File: src/rtl/stream_reverse_scheduler.sv
// Round-robin shared reversal buffer: grants one requester, fills N words,
// then drains them in reverse order with registered outputs.
module stream_reverse_scheduler #(
  parameter int N    = 4,
  parameter int NREQ = 4,
  parameter int W    = 32,
  localparam int IDW = (NREQ > 1) ? $clog2(NREQ) : 1,
  localparam int CW  = $clog2(N)
) (
  input  logic              clk,
  input  logic              rst,
  input  logic [NREQ-1:0]   req_valid,
  input  logic [NREQ*W-1:0] req_data,
  output logic [NREQ-1:0]   req_ready,
  output logic [W-1:0]      out_data,
  output logic [IDW-1:0]    out_id,
  output logic              out_valid,
  input  logic              out_ready,
  output logic              out_last,
  output logic              busy
);

  typedef enum logic [1:0] {IDLE, FILL, DRAIN} state_t;

  localparam logic [CW-1:0] LAST = CW'(N - 1);

  state_t         state;
  logic [CW-1:0]  count;
  logic [IDW-1:0] grant;
  logic [IDW-1:0] ptr;
  logic [W-1:0]   mem [N];
  logic [W-1:0]   wdata;
  logic [IDW-1:0] sel;
  logic [IDW-1:0] cand;
  logic           any;
  logic [IDW-1:0] ptr_next;

  assign wdata    = req_data[grant*W +: W];
  assign busy     = (state != IDLE);
  assign ptr_next = (grant == IDW'(NREQ - 1)) ? '0 : grant + 1'b1;

  always_comb begin
    req_ready = '0;
    if (state == FILL) req_ready[grant] = 1'b1;
  end

  // First asserted requester at or after ptr, wrapping around.
  always_comb begin
    sel  = '0;
    any  = 1'b0;
    cand = '0;
    for (int unsigned k = 0; k < NREQ; k++) begin
      cand = IDW'((32'(ptr) + k) % NREQ);
      if (!any && req_valid[cand]) begin
        any = 1'b1;
        sel = cand;
      end
    end
  end

  // Buffer holds no reset; stale contents are never presented.
  always_ff @(posedge clk) begin
    if (state == FILL && req_valid[grant]) mem[count] <= wdata;
  end

  always_ff @(posedge clk or posedge rst) begin
    if (rst) begin
      state     <= IDLE;
      count     <= '0;
      grant     <= '0;
      ptr       <= '0;
      out_valid <= 1'b0;
      out_last  <= 1'b0;
      out_data  <= '0;
      out_id    <= '0;
    end else begin
      case (state)
        IDLE: begin
          if (any) begin
            grant <= sel;
            count <= '0;
            state <= FILL;
          end
        end
        FILL: begin
          if (req_valid[grant]) begin
            if (count == LAST) begin
              // Slot N-1 is presented straight from the input to save a cycle.
              state     <= DRAIN;
              out_valid <= 1'b1;
              out_data  <= wdata;
              out_id    <= grant;
              out_last  <= 1'b0;
            end else begin
              count <= count + 1'b1;
            end
          end
        end
        DRAIN: begin
          if (out_ready) begin
            if (count == '0) begin
              state     <= IDLE;
              ptr       <= ptr_next;
              out_valid <= 1'b0;
              out_last  <= 1'b0;
              out_data  <= '0;
              out_id    <= '0;
            end else begin
              count    <= count - 1'b1;
              out_data <= mem[count - 1'b1];
              out_last <= (count == CW'(1));
            end
          end
        end
        default: state <= IDLE;
      endcase
    end
  end

endmodule

File: config.mk
export PLATFORM = sky130hd
export DESIGN_NAME = stream_reverse_scheduler
export DESIGN_NICKNAME = d
export VERILOG_FILES = /design/src/rtl/stream_reverse_scheduler.sv
export SDC_FILE = /design/constraint.sdc
export NUM_CORES = 1
export LEC_CHECK = 0
export CAP_MARGIN = 40
export CORE_ASPECT_RATIO = 2
export CORE_MARGIN = 2
export CORE_UTILIZATION = 50
export DETAILED_ROUTE_END_ITERATION = 7
export GPL_ROUTABILITY_DRIVEN = 0
export PLACE_DENSITY_LB_ADDON = 0.05
export SYNTH_ARGS = -nofsm -noshare
export SYNTH_HDL_FRONTEND = slang
export SYNTH_SLANG_ARGS = --single-unit
File: constraint.sdc
create_clock -name clk -period 2.9 [get_ports clk]
set_input_delay 0.87 -clock clk [delete_from_list [all_inputs] [get_ports clk]]
set_output_delay 0.87 -clock clk [all_outputs]
set_load 0.05 [all_outputs]
# Yosys cells after proc, flatten, opt, wreduce, memory -nomap -nowiden

Memory sizes are Yosys's and may differ from the RTL's.
Cells that the tools add are included.

Bits in registers: 44
RAM bits: 128
Input bits: 135
Logic and storage cells: 107
Memories: 1

Add/sub/neg operators: 6
Order comparisons: 6
Eq/ne operators: 12
Shifts and indexed selects: 1
Muxes and demuxes: 54
Reduce and logical (&&, ||, !) cells: 19

Memory list:

| memory | depth | width | read ports | clocked after Yosys merged registers in | wr ports | line | RTL |
|---|---|---|---|---|---|---|---|
| mem    | 4     | 32    | 1          | 0                                       | 1        | 31   | `logic [W-1:0] mem [N];` |

Operator list:

| cell                                                                  | count |
|---|---|
| 32-bit 2-to-1 mux                                                     | 4 |
| 128-bit by 8-bit variable part select with 32-bit output              | 1 |
| 32-bit case mux with 2 select lines                                   | 1 |
| 2-bit 2-to-1 mux                                                      | 17 |
| 1-bit 2-to-1 mux                                                      | 20 |
| 2-bit by 3-bit < comparator with 1-bit output, second input constant  | 5 |
| 2-bit case mux with 3 select lines                                    | 2 |
| 1-bit binary-select mux with 2-bit select                             | 5 |
| 2-bit != test, second input constant                                  | 5 |
| 5-bit AND reduction                                                   | 2 |
| 2-bit by 1-bit adder with 2-bit output, second input constant         | 3 |
| 2-bit equality test, second input constant                            | 3 |
| 6-bit AND reduction                                                   | 1 |
| 1-bit logical AND                                                     | 5 |
| 2-bit adder, second input constant                                    | 2 |
| 2-bit by 1-bit equality test with 1-bit output, second input constant | 2 |
| 2-bit zero test                                                       | 2 |
| 4-bit 2-to-1 mux                                                      | 1 |
| 2-bit by 1-bit != test with 1-bit output, second input constant       | 2 |
| 1-bit case mux with 2 select lines                                    | 2 |
| 2-bit case mux with 2 select lines                                    | 1 |
| 4-bit AND reduction                                                   | 1 |
| 2-bit nonzero test                                                    | 2 |
| 1-bit zero test                                                       | 3 |
| 6 further kinds                                                       | 6 |

# Depth between registers and ports, before layout

Gate-level depths: netlist (run 1).

Depth after elaboration: 14
Gate-level depth with buffers: 10
Gate-level depth less buffers: 6

# Worst setup path after synthesis (run 1)

OpenSTA, ideal clock, no wires.

Path type: flip-flop to flip-flop
From: register count[0]
To: register out_data[15]
Setup time: 125 ps
Arrival time: 2506 ps
Required time: 2775 ps
Slack: 269 ps
Cell stages (with the launch flop): 11
Path buffers: 4
Clock period less this slack: 2631 ps
Path through: dfrtp_1 -> buf_2 -> buf_2 -> inv_1 -> ha_1 -> clkbuf_1 -> clkbuf_1 -> mux4_2 -> nand2_1 -> o21ai_0 -> mux2_4

Cells in the longest elaborated chain, start to end: 5
Elaborated cells between the ends (all ways): 9
Those cells by class: 1 x add/sub; 2 x eq/ne; 3 x mux; 2 x reduce/logical; 1 x memory

RTL lines:

| what                                        | line | RTL |
|---|---|---|
| start, declared                             | 28   | `logic [CW-1:0] count;` |
| start signal, assigned                      | 95   | `count <= count + 1'b1;` |
| start signal, assigned                      | 109  | `count <= count - 1'b1;` |
| 2-bit by 1-bit subtractor with 2-bit output | 110  | `out_data <= mem[count - 1'b1];` |
| memory 4 x 32 bit                           | n/a  |  |
| 32-bit 2-to-1 mux                           | 101  | `if (count == '0) begin` |
| 32-bit 2-to-1 mux                           | 100  | `if (out_ready) begin` |
| 32-bit case mux with 2 select lines         | 77   | `case (state)` |
| end signal, assigned                        | 91   | `out_data <= wdata;` |
| end signal, assigned                        | 110  |  |
| end, declared                               | 15   | `output logic [W-1:0] out_data,` |

Parallel ways exist; a longest one is shown, timed or not. The select of a mux whose other input is x is not followed.
A chain may end at the register's enable or synchronous reset.

# Final worst setup path (run 1)

From: register state[1]
To: output port req_ready[1]

Cells in the longest elaborated chain, start to end: 2

RTL lines:

| what                                           | line | RTL |
|---|---|---|
| start, declared                                | 27   | `state_t state;` |
| start signal, assigned                         | 68   | `state <= IDLE;` |
| start signal, assigned                         | 82   | `state <= FILL;` |
| start signal, assigned                         | 89   | `state <= DRAIN;` |
| 2-bit by 1-bit equality test with 1-bit output | 44   | `if (state == FILL) req_ready[grant] = 1'b1;` |
| 4-bit 2-to-1 mux                               | 44   |  |
| end, declared                                  | 14   | `output logic [NREQ-1:0] req_ready,` |

No other way between the ends.

==> metrics list, run 1 <==
* Status: finished, final reports clean
- The filler cells instantiated in the layout total 1110.
- Buffer depth of the longest clock path: 2
- The die is 184 µm tall.
- First-pass GRT wire length: 29300 µm
- Overall track demand over capacity in global routing: 23.1%
* Number of global-route vias before repair: around 5600
- For this run, the post-layout net count is about 820.
* Total inserted antenna cells: 0
- Required time at the endpoint of the critical path: between 2 and 2.5 ns
- Final cycle utilization of the critical path: 91.8%
- In this run the remaining antenna-violating nets after routing total 0.
- Die span in x: 93.8 µm
- Floorplan row count: 65
- After detailed routing, the total wire length is around 19000 µm.
* Yosys synthesis warning count: 0
* Final std cell area, no fill: 10800 µm²
* Tightest slew margin relative to the limit: between 60% and 70%
- Setup violations remaining at the end of the flow were counted as 0.
- Largest vdd supply drop: about 0.6 mV
- In this run the worst hold path is classified as register to register.
- Dividing the detail-routed via count by the number of cells gives between 5 and 6.
- Share of cells above drive strength 1: approximately a quarter
- In the final routing, the length of wire on met1 measures between 6000 and 7000 µm.
* Post-synthesis sequential area ratio: approximately three fifths
- Dividing the detail-routed wire length by the instance count gives 21.3 µm.
- Time the final worst path needs with I/O delays and setup: 2.66 ns
- Between clock sinks in the finished design, the worst skew comes to 0.0106 ns.
- After detailed routing, no signal wire sits above met4.
* Synthesized area: just over 8000 µm²
- The analysis attributes to cell leakage a power of approximately 4.0 nW.
- By startpoint and endpoint, the worst setup path is classified as register to primary output.
* Total placed instance area: 10200 µm²
* Pre-antenna DRT Iters: 5
- End-of-flow core utilization: between 60% and 70%
- Detailed placement finished with a half-perimeter wire length of 13300 µm.
- Drt drc: 0
- Post-synthesis cell count: 481
- The worst setup path is captured at a primary output.
* Root Driver: sky130_fd_sc_hd__clkbuf_16
- In this run, the number of DRC markers left after iteration 0 of detailed routing was between 200 and 300.
* Leading cell types in the layout, fill and taps excluded: sky130_fd_sc_hd__clkdlybuf4s50_1, sky130_fd_sc_hd__edfxtp_1, sky130_fd_sc_hd__mux4_2, sky130_fd_sc_hd__inv_1, sky130_fd_sc_hd__nand2_1
- The clock reaches the later pin of the worst-skew pair after 0.41 ns.
- Detailed routing placed a total of 11100 µm of wire on met2.
* Clock-pin slew of the registers on the worst-case setup and hold paths: approximately 0.070 ns
- Maximum number of pins on one net before global-route repair: 33
- Post-CTS timing repair inserted 0 buffers for setup.
* Multi-input gate area: approximately 2800 µm²
- FF+latch count, synth: approximately 170
- The H-tree was split into 4 levels.
* Resize count post-CTS: 0
- 176 I/O pins were placed.
* Number of port buffers: 175
- Clock sink count: roughly 170
* Distinct cells, synth: 35
- The floorplan step defined a core boundary enclosing 15800 µm².
- Once layout is complete, the cells apart from fillers number between 800 and 900.
* Initial antenna violation count: 0
* Overall via count from detail_route: 4918
* Worst hold-check slack: a little over 0.5 ns
- CTS tree: yes
- The area growth from synthesis to layout is 34.0%.
- Data arrival time of the critical path: between 1.5 and 2 ns
* Number of pins with negative max-slew slack in the final report: 0
* Number of clock buffers inserted by TritonCTS: 17
- Post-synth net total: ~630
- Across the run, the number of max-cap violations was 0.
- After synthesis, the mean cell area works out to roughly 17 µm².
- For the pin with the worst max-slew slack, the measured transition is between 0.5 and 0.6 ns.
- Once the floorplan was initialized, standard cells occupied between 50% and 60% of the core.
- Leftover overflow at the end of global routing: 0
* Die footprint: 17200 µm²
- Power spread over the standard cell area amounts to 1070 nW/µm².
* Total area of sequential cells: roughly 5000 µm²
- Along the worst path, the maximum fanout reaches 13.
* Hold buffers post-CTS: 0
- Maximum clock frequency: ~0.38 GHz
- After detailed routing, the met3 layer carries roughly 730 µm of wire.
- Count of final hold-check violations: 0
- Setup repair after global routing left no endpoint under its margin.
* Sort of element at the start of the critical path: register
- After detailed placement, the design holds a cell count of roughly 850.
- Leaving out fill and tap cells, the most frequent cell in the layout is sky130_fd_sc_hd__clkdlybuf4s50_1.
==> registers in the layout, indices dropped and copies added (netlist names) <==
signal,count
count,2
grant,2
mem,128
out_data,32
out_id,2
out_last,1
out_valid,1
ptr,2
state,2
==> Yosys cell counts, drive strengths merged <==
cell type / n / area (µm²)
edfxtp: 128 / 3840
mux4: 64 / 1450
inv: 45 / 169
dfrtp: 44 / 1100
nand2: 43 / 161
mux2: 38 / 537
o21ai: 37 / 185
buf: 16 / 138
clkbuf: 13 / 48.8
ha: 13 / 163
mux2i: 6 / 60.1
and3: 5 / 31.3
a21oi: 4 / 20.0
and2: 4 / 25.0
nor2: 4 / 15.0
a31oi: 3 / 18.8
nand3: 2 / 10.0
o221ai: 2 / 23.8
a2bb2oi: 1 / 8.76
nand2b: 1 / 6.26
nand3b: 1 / 7.51
nor2b: 1 / 6.26
o2111ai: 1 / 8.76
o21a: 1 / 7.51
o22ai: 1 / 6.26
o31ai: 1 / 7.51
or2: 1 / 6.26
or4: 1 / 7.51
==> final cells by class <==
type	count	share of cell area, %
Timing Repair Buffer	196	18.7
Tap cell	201	2.33
Clock buffer	17	3.94
Sequential cell	172	45.8
Clock inverter	15	1.92
Inverter	45	1.56
Multi-Input combinational cell	235	25.8
==> routing by layer <==
layer	track usage (%)	vias up
met3	4.18	21
met4	6.96	0
li1	-	2209
met5	0	-
met2	44.7	148
met1	24.8	2540
==> logic make-up after synthesis <==
kind of cell,share of synthesized area (%)
flip-flops,61.3
multiplexers,25.3
buffers and inverters,4.40
AND/OR/NAND/NOR,3.43
AO/OA/AOI/OAI,3.55
adder cells (fa/ha/maj),2.02
==> where the power goes <==
part	total [mW]	switching [mW]	internal, mW
Clock	2.40	0.944	1.46
Combinational	5.42	2.95	2.47
Sequential	3.72	0.275	3.45
==> worst paths after layout <==
| check | end | startpoint | depth (start not counted) | slack [ns] |
|---|---|---|---|---|
| max | req_ready[1] | state[1]$_DFFE_PP0P_ | 4 | 0.24 |
| min in group asynchronous | out_data[31]$_DFFE_PP0P_ | rst | 2 | 0.82 |
| max in group asynchronous | out_data[20]$_DFFE_PP0P_ | rst | 3 | 1.50 |
| min reg2reg | out_data[3]$_DFFE_PP0P_ | out_data[3]$_DFFE_PP0P_ | 1 | 0.51 |
| max reg2reg | out_data[8]$_DFFE_PP0P_ | count[0]$_DFFE_PP0P_ | 6 | 0.57 |
| min | out_data[3]$_DFFE_PP0P_ | out_data[3]$_DFFE_PP0P_ | 1 | 0.51 |
==> through the flow <==
| step | power, mW | setup TNS, ns | setup WS, ns |
|---|---|---|---|
| 2_1_floorplan | 7.67 | 0 | 0.269 |
| 3_3_place_gp | 9.08 | 0 | 0.0450 |
| 3_5_place_dp | 9.23 | -0.0170 | -0.0170 |
| 4_1_cts | 11.7 | 0 | 0.207 |
| 5_1_grt | 12.1 | 0 | 0.106 |
| 6_report | 11.5 | 0 | 0.237 |
==> critical path, cell delays in order, from the launching register on <==
cell and delay (ns):
sky130_fd_sc_hd__dfrtp_1 0.40, sky130_fd_sc_hd__inv_1 0.11, sky130_fd_sc_hd__ha_1 0.46, sky130_fd_sc_hd__and2_1 0.21, sky130_fd_sc_hd__buf_4 0.20
Note: power is estimated with default switching activity, not from simulation.
==> run 2, diff against run 1 <==
- GPL_TIMING_DRIVEN: default -> 0
- PLACE_DENSITY: default -> 0.79
- PLACE_DENSITY_LB_ADDON: 0.05 -> default
==> metrics list, run 2 (synthesis results as in run 1) <==
- The number of antenna diodes in the final layout is 0.
* Required time at the endpoint of the critical path: 2.03 ns
- The slowest stage of the critical path is the sky130_fd_sc_hd__dfrtp_1 cell.
- Synth-to-layout area growth: 33.7%
* Depth of the CTS H-tree: 4
- Setup violations remaining at the end of the flow were counted as 0.
- The die is about 94 µm wide.
- Share of cells above drive strength 1: 23.9%
- Leaving out fill and tap cells, the most frequent cell in the layout is sky130_fd_sc_hd__clkdlybuf4s50_1.
* Largest vdd supply drop: between 0.8 and 0.9 mV
- Including well taps, the total number of placed cells is ~860.
- The first global-routing pass estimated approximately 30000 µm of wire.
- For this run, design rule violations remaining after detail routing come to 0.
* Power density cells: about 1100 nW/µm²
- Average routed wire per standard cell: between 20 and 25 µm
- Buffers inserted during clock tree synthesis total 17.
- The final critical path takes up between 90 and 100% of the cycle.
- Leading cell types in the layout, fill and taps excluded: sky130_fd_sc_hd__clkdlybuf4s50_1, sky130_fd_sc_hd__edfxtp_1, sky130_fd_sc_hd__mux4_2, sky130_fd_sc_hd__inv_1, sky130_fd_sc_hd__dfrtp_1
- Iter 0 DRT Violations: ~350
- TritonCTS built the clock tree.
* Count of filler cells inserted in the layout: between 1000 and 1500
- Counting along the longest clock path gives a buffer depth of 2.
* Lkg Pwr: just under 4 nW
* Die footprint: approximately 17000 µm²
- Overall track demand over capacity in global routing: about a quarter
- Transition time at the pin with the least slew margin: ~0.9 ns
- Initial antenna violation count: 0
- Final worst clock skew: 0.00854 ns
- After clock tree synthesis, the clock-pin slew on the worst setup and hold paths is around 0.070 ns.
* Worst reg2reg endpoint: out_data[11]$_DFFE_PP0P_
* Cell Chain, Critical Path: buf_2 -> inv_1 -> ha_1 -> and2_1 -> clkdlybuf4s15_2
- Number of flip-flops in the largest register: between 100 and 150
* Maximum clock frequency: 0.353 GHz
- At the placement stage, the worst setup path has a slack of -0.550 ns.
- Root Driver: sky130_fd_sc_hd__clkbuf_16
* Number of global-route vias before repair: 5543
* Largest Register: mem
- Hold buffers post-CTS: 0
* Sort of element at the start of the critical path: register
- End-of-flow core utilization: 68.4%
- Maximum number of pins on one net before global-route repair: 29
- Hold Crit Class: register to register
- Total area of sequential cells: about 5000 µm²
* Later-pin clock latency in the skew report: approximately 0.43 ns
- Tightest slew margin relative to the limit: between 40% and 50%
- The most critical setup path has its endpoint at req_ready[1].
- Worst reg2reg path startpoint: count[0]$_DFFE_PP0P_
- After layout, the minimum clock period comes to ~2.8 ns.
* Count of final hold-check violations: 0
* Power, Total: approximately 12 mW
* Ports placed on the boundary: approximately 180
- For the worst setup path, the data arrival time is between 1.5 and 2 ns.
- Status: finished, final reports clean
- Floorplan row count: 65
- Max-cap violations in this run came to 0.
- Category of the most critical setup path: register to primary output
- At the end of the flow, the number of nets in the layout was about 830.
* Number of port buffers: 175
* Multi-input gate area: roughly 2800 µm²
* Total wire length after detailed routing: between 15000 and 20000 µm
* Clock sink count: 172
- The largest single stage delay on the critical path is between 0.3 and 0.4 ns.
- Along the worst path, the maximum fanout reaches 9.
* Post-CTS setup buffer count: 0
- Once routing completed, OpenROAD measured the worst setup slack at about 0.071 ns.
- Unrepaired setup endpoints after global routing: no
- For this configuration, the core starts out at a cell density of about half.
- The pre-antenna-repair detailed-routing pass consisted of 6 iterations.
- Vias per std cell: around 5.7
- The number of max-slew violations in the final report came to 0.
* Worst Reg-to-Reg Cells: 9
- The floorplan step set the die height to 184 µm.
- Tracing the worst setup path back leads to its startpoint at grant[1]$_DFFE_PP0P_.
- STA classifies the critical path endpoint as a primary output.
- After global routing the overflow that remains totals 0.
- The detail route stage leaves a number of antenna-violating nets equal to 0.
* Overall via count from detail_route: a little over 5000
- In this run the register-to-register setup slack is between 0.1 and 0.15 ns.
- The finished layout holds between 800 and 900 standard cells, fillers aside.
- After legalization and detailed placement, the total HPWL measured around 14000 µm.
- The largest registers in the layout are mem (128), out_data (32).
- The core region is about 16000 µm².
run 2: cell types whose count changed in the layout (fill, tap and decap cells not counted), moves of 2 or more:
cell                              delta
sky130_fd_sc_hd__clkbuf_1            +9
sky130_fd_sc_hd__clkinvlp_4          -2
sky130_fd_sc_hd__buf_6               +2
sky130_fd_sc_hd__buf_4              -13
sky130_fd_sc_hd__dfrtp_1             +3
sky130_fd_sc_hd__clkbuf_4            +3
sky130_fd_sc_hd__buf_12              -2
sky130_fd_sc_hd__buf_2               +5
sky130_fd_sc_hd__dfrtp_2             -3
sky130_fd_sc_hd__buf_1               +2
sky130_fd_sc_hd__clkdlybuf4s15_2     +4
run 2: worst min-delay path by stage:
stage,depth (start not counted),start,to
floorplan,2,ptr[0]$_DFFE_PP0P_,ptr[0]$_DFFE_PP0P_
global placement,1,out_data[8]$_DFFE_PP0P_,out_data[8]$_DFFE_PP0P_
detailed placement,1,out_data[10]$_DFFE_PP0P_,out_data[10]$_DFFE_PP0P_
CTS,1,out_data[13]$_DFFE_PP0P_,out_data[13]$_DFFE_PP0P_
global route,1,out_data[20]$_DFFE_PP0P_,out_data[20]$_DFFE_PP0P_
finish,1,out_data[13]$_DFFE_PP0P_,out_data[13]$_DFFE_PP0P_
run 2: final cells by class:
type                       instances  share of cell area [%]
sequential                       172                    45.8
multi-input combinational        235                    25.7
timing repair buffer             180                    17.2
clock buffer                      19                    4.01
tap                              201                    2.33
buffer                            26                    1.77
inverter                          45                    1.57
clock inverter                    13                    1.53
run 2: report_power, final:
group          internal [mW]  switching (mW)
Combinational           2.54            3.07
Sequential              3.45           0.247
Clock                   1.36           0.971
run 2: metrics by stage:
stage / hold slack [ns] / setup TNS, ns / area (µm²)
2_1_floorplan: 0.471 / 0 / 8070
3_3_place_gp: 0.496 / -118.82 / 10100
3_5_place_dp: 0.497 / -20.29 / 10200
4_1_cts: 0.518 / 0 / 10800
5_1_grt: 0.528 / 0 / 10800
6_report: 0.515 / 0 / 10800
run 2: metal layers:
| metal | share of wire (%) | wire, µm | global-route usage (%) |
|---|---|---|---|
| met1 | 35 | 6780 | 26.3 |
| met2 | 58 | 11300 | 43.2 |
| met3 | 5.2 | 1010 | 4.51 |
| met4 | 2.5 | 487 | 10.0 |
| met5 | 0 | 0 | 0 |
run 2: what timing repair did:
action	in CTS	in global routing
gates resized for setup	21	3
pin swaps	0	0
endpoints found under the setup margin	35	2
run 2: critical path: cells and delay by family (launching register included):
family / cells / cell delay [ns]
fa+ha+maj: 1 / 0.21
flops: 1 / 0.38
simple gates: 1 / 0.16
buf+inv: 3 / 0.78
==> run 3, diff against run 2 <==
- CORE_UTILIZATION: 50 -> 46
- PLACE_DENSITY: 0.79 -> default
- PLACE_DENSITY_LB_ADDON: default -> 0.1
- clock period: 2.9 -> 2.3 ns (I/O delays scaled with it)
==> metrics list, run 3 (synthesis results as in run 1) <==
* Highest net fanout along the worst path: 6
* Category of the worst setup path capture point: register
- After detailed routing, the average wire length per cell comes to 21.0 µm.
- Leading cell types in the layout, fill and taps excluded: sky130_fd_sc_hd__clkdlybuf4s50_1, sky130_fd_sc_hd__edfxtp_1, sky130_fd_sc_hd__mux4_2, sky130_fd_sc_hd__nand2_1, sky130_fd_sc_hd__dfrtp_1
- Cell Chain, Critical Path: clkdlybuf4s50_1 -> or4_4 -> or2_2 -> o2111ai_1 -> mux2_2
- After detailed routing, the wire length on met1 is approximately 7000 µm.
* Most common cell after layout, fill and taps aside: sky130_fd_sc_hd__clkdlybuf4s50_1
- Die extent in y: around 190 µm
- Root Driver: sky130_fd_sc_hd__clkbuf_16
- Power share of the sequential group: 31.3%
- Final-layout setup total negative slack: 0 ns
- Met3 routed wirelength: 1040 µm
- The worst register-to-register path begins at grant[0]$_DFFE_PP0P_.
* Category of the most critical setup path: input pin to register
- The final route contains around 5000 vias.
- Leftover overflow at the end of global routing: 0
* Maximum number of pins on one net before global-route repair: 28
- Worst hold-check slack: around 0.50 ns
* Share of cells above drive strength 1: 28.7%
* Critical Path Sink: count[0]$_DFFE_PP0P_
- For the pin with the worst max-slew slack, the measured transition is around 0.7 ns.
- Required time at the endpoint of the critical path: 2.63 ns
* Net switching component of the power: approximately 5.5 mW
- Together, buffers and inverters on the worst path number 1.
- The internal power of the cells totals 9.27 mW.
- The H-tree generated during clock tree synthesis spans 4 levels.
- After the first detailed-routing iteration, the DRC count stood at between 200 and 300.
- Across every metal layer, demand over resource in global routing totals roughly 21%.
- At the later pin of the worst-skew pair, clock insertion delay measures 0.43 ns.
* Number of logic stages on the critical path including buffering: 5
* Count of filler cells inserted in the layout: ~1300
* Number of pins with negative max-slew slack in the final report: 0
* Largest Register: mem
- Vias per std cell: roughly 5.5
- Measured in cells, the most critical reg-to-reg path has a length of 7.
* Final cycle utilization of the critical path: 98.8%
- In this run the worst hold path is classified as register to register.
- Net switching is approximately 37% of the power.
- Power density cells: approximately 1300 nW/µm²
- Registers with the most flip-flops: mem (128), out_data (32)
* Number of clock buffers inserted by TritonCTS: 17
- Share of total power in combinational logic: about half
* Core area: 17200 µm²
- Clock-pin slew was measured on the worst setup and hold paths at 0.08 ns.
- The worst setup path is launched from an input pin.
- Initial antenna violation count: 1
* Top delay family on crit path: simple AND/OR/NAND/NOR gates
- Initial Utilization: roughly 47%
- The clock passes through at most 2 buffers.
- Count of final hold-check violations: 0
- WL met2: around 11000 µm
- Number of violations of the max-capacitance limit: 0
- Clock tree synthesis found a total of about 170 sinks.
- TritonCTS built the clock tree.
- Slowest cell on the critical path: sky130_fd_sc_hd__or4_4
* Time the final worst path needs with I/O delays and setup: 2.27 ns
- Final count of negative-setup-slack endpoints: 0
- In this run the remaining antenna-violating nets after routing total 0.
* Ports placed on the boundary: 176
* Worst reg-to-reg setup slack: 0.11 ns
- First-pass GRT wire length: around 30000 µm
- The die covers 18700 µm².
- Between clock sinks in the finished design, the worst skew comes to between 0.015 and 0.02 ns.
* Synth-to-layout area growth: 37.3%
- Worst reg2reg endpoint: out_data[10]$_DFFE_PP0P_
* Total wire length after detailed routing: 19300 µm
* Clock power share: between 10% and 20%
* Pre-antenna DRT Iters: 5
* Critical Path Source: req_valid[0]
* Floorplan row count: 68
- The largest single stage delay on the critical path is roughly 0.58 ns.
* Number of flip-flops in the largest register: 128
* Number of global-route vias before repair: about 5600
* Lkg Pwr: roughly 4.3 nW
- After detailed routing, the number of remaining DRC violations is 0.
- Measured against its own limit, the worst slew margin works out to around 53%.
* Uppermost routed layer: met4
* Nets@finish: 843
- Data arrival time of the critical path: 2.60 ns
* Status: finished, final reports clean
* Largest vdd supply drop: about 0.7 mV
- Number of port buffers: 175
- For this run, the top clock speed supported by timing is ~0.44 GHz.
- Sum of net half-perimeters after detailed placement: roughly 14000 µm
* Die span in x: 97.6 µm
[run 3: worst min path at each step]
stage,start,to,slack (ns),cells after the start
2_1_floorplan,ptr[0]$_DFFE_PP0P_,ptr[0]$_DFFE_PP0P_,0.47,2
3_3_place_gp,out_data[7]$_DFFE_PP0P_,out_data[7]$_DFFE_PP0P_,0.50,1
3_5_place_dp,out_data[19]$_DFFE_PP0P_,out_data[19]$_DFFE_PP0P_,0.49,1
4_1_cts,out_data[13]$_DFFE_PP0P_,out_data[13]$_DFFE_PP0P_,0.51,1
5_1_grt,out_data[14]$_DFFE_PP0P_,out_data[14]$_DFFE_PP0P_,0.53,1
6_report,out_data[13]$_DFFE_PP0P_,out_data[13]$_DFFE_PP0P_,0.50,1
[run 3: area by class of cell]
class	count	area (µm²)	share of cell area (%)
Clock buffer	19	464	4.19
Multi-Input combinational cell	235	2840	25.6
Tap cell	210	263	2.37
Antenna cell	1	2.50	0.0226
Sequential cell	172	4950	44.6
Inverter	45	176	1.59
Buffer	28	282	2.54
Clock inverter	13	123	1.11
Timing Repair Buffer	196	1990	17.9
[run 3: through the flow]
step	utilization, %	worst slack [ns]	power, mW	instance area [µm²]	cells
6_report	64.5	0.0269	14.8	11100	919
5_1_grt	64.5	-0.00171	15.5	11100	918
4_1_cts	63.5	0.000680	14.8	10900	910
3_5_place_dp	59.4	-0.576	11.8	10200	871
3_3_place_gp	58.8	-1.32	11.6	10100	866
2_1_floorplan	-	-0.0156	9.70	8080	481
[run 3: timing repair]
item / in CTS / in global routing
hold buffers: 0 / 0
gates resized for setup: 85 / 35
setup buffers: 8 / 8
cloned: 0 / 0
endpoints found under the setup margin: 63 / 156
pin swaps: 1 / 1
[run 3: power by group through the flow]
| stage | Sequential (mW) | Clock [mW] | Combinational, mW |
|---|---|---|---|
| floorplan | 5.71 | 0 | 3.98 |
| global placement | 4.69 | 0 | 6.94 |
| detailed placement | 4.71 | 0 | 7.09 |
| CTS | 4.64 | 2.86 | 7.26 |
| global route | 4.70 | 2.98 | 7.82 |
| finish | 4.63 | 2.83 | 7.33 |
[run 3: metal layers]
layer / global-route usage [%] / vias up
met5: 0 / -
met4: 7.37 / 0
met3: 5.05 / 29
met2: 39.9 / 165
met1: 24.0 / 2544
li1: - / 2275
[run 3: worst reg2reg max path, cell delays in order, from the launching register on]
cell,delay [ns]
sky130_fd_sc_hd__dfrtp_1,0.39
sky130_fd_sc_hd__buf_12,0.12
sky130_fd_sc_hd__buf_4,0.17
sky130_fd_sc_hd__buf_4,0.29
sky130_fd_sc_hd__mux4_2,0.63
sky130_fd_sc_hd__inv_1,0.08
sky130_fd_sc_hd__o21ai_0,0.11
sky130_fd_sc_hd__mux2_4,0.28
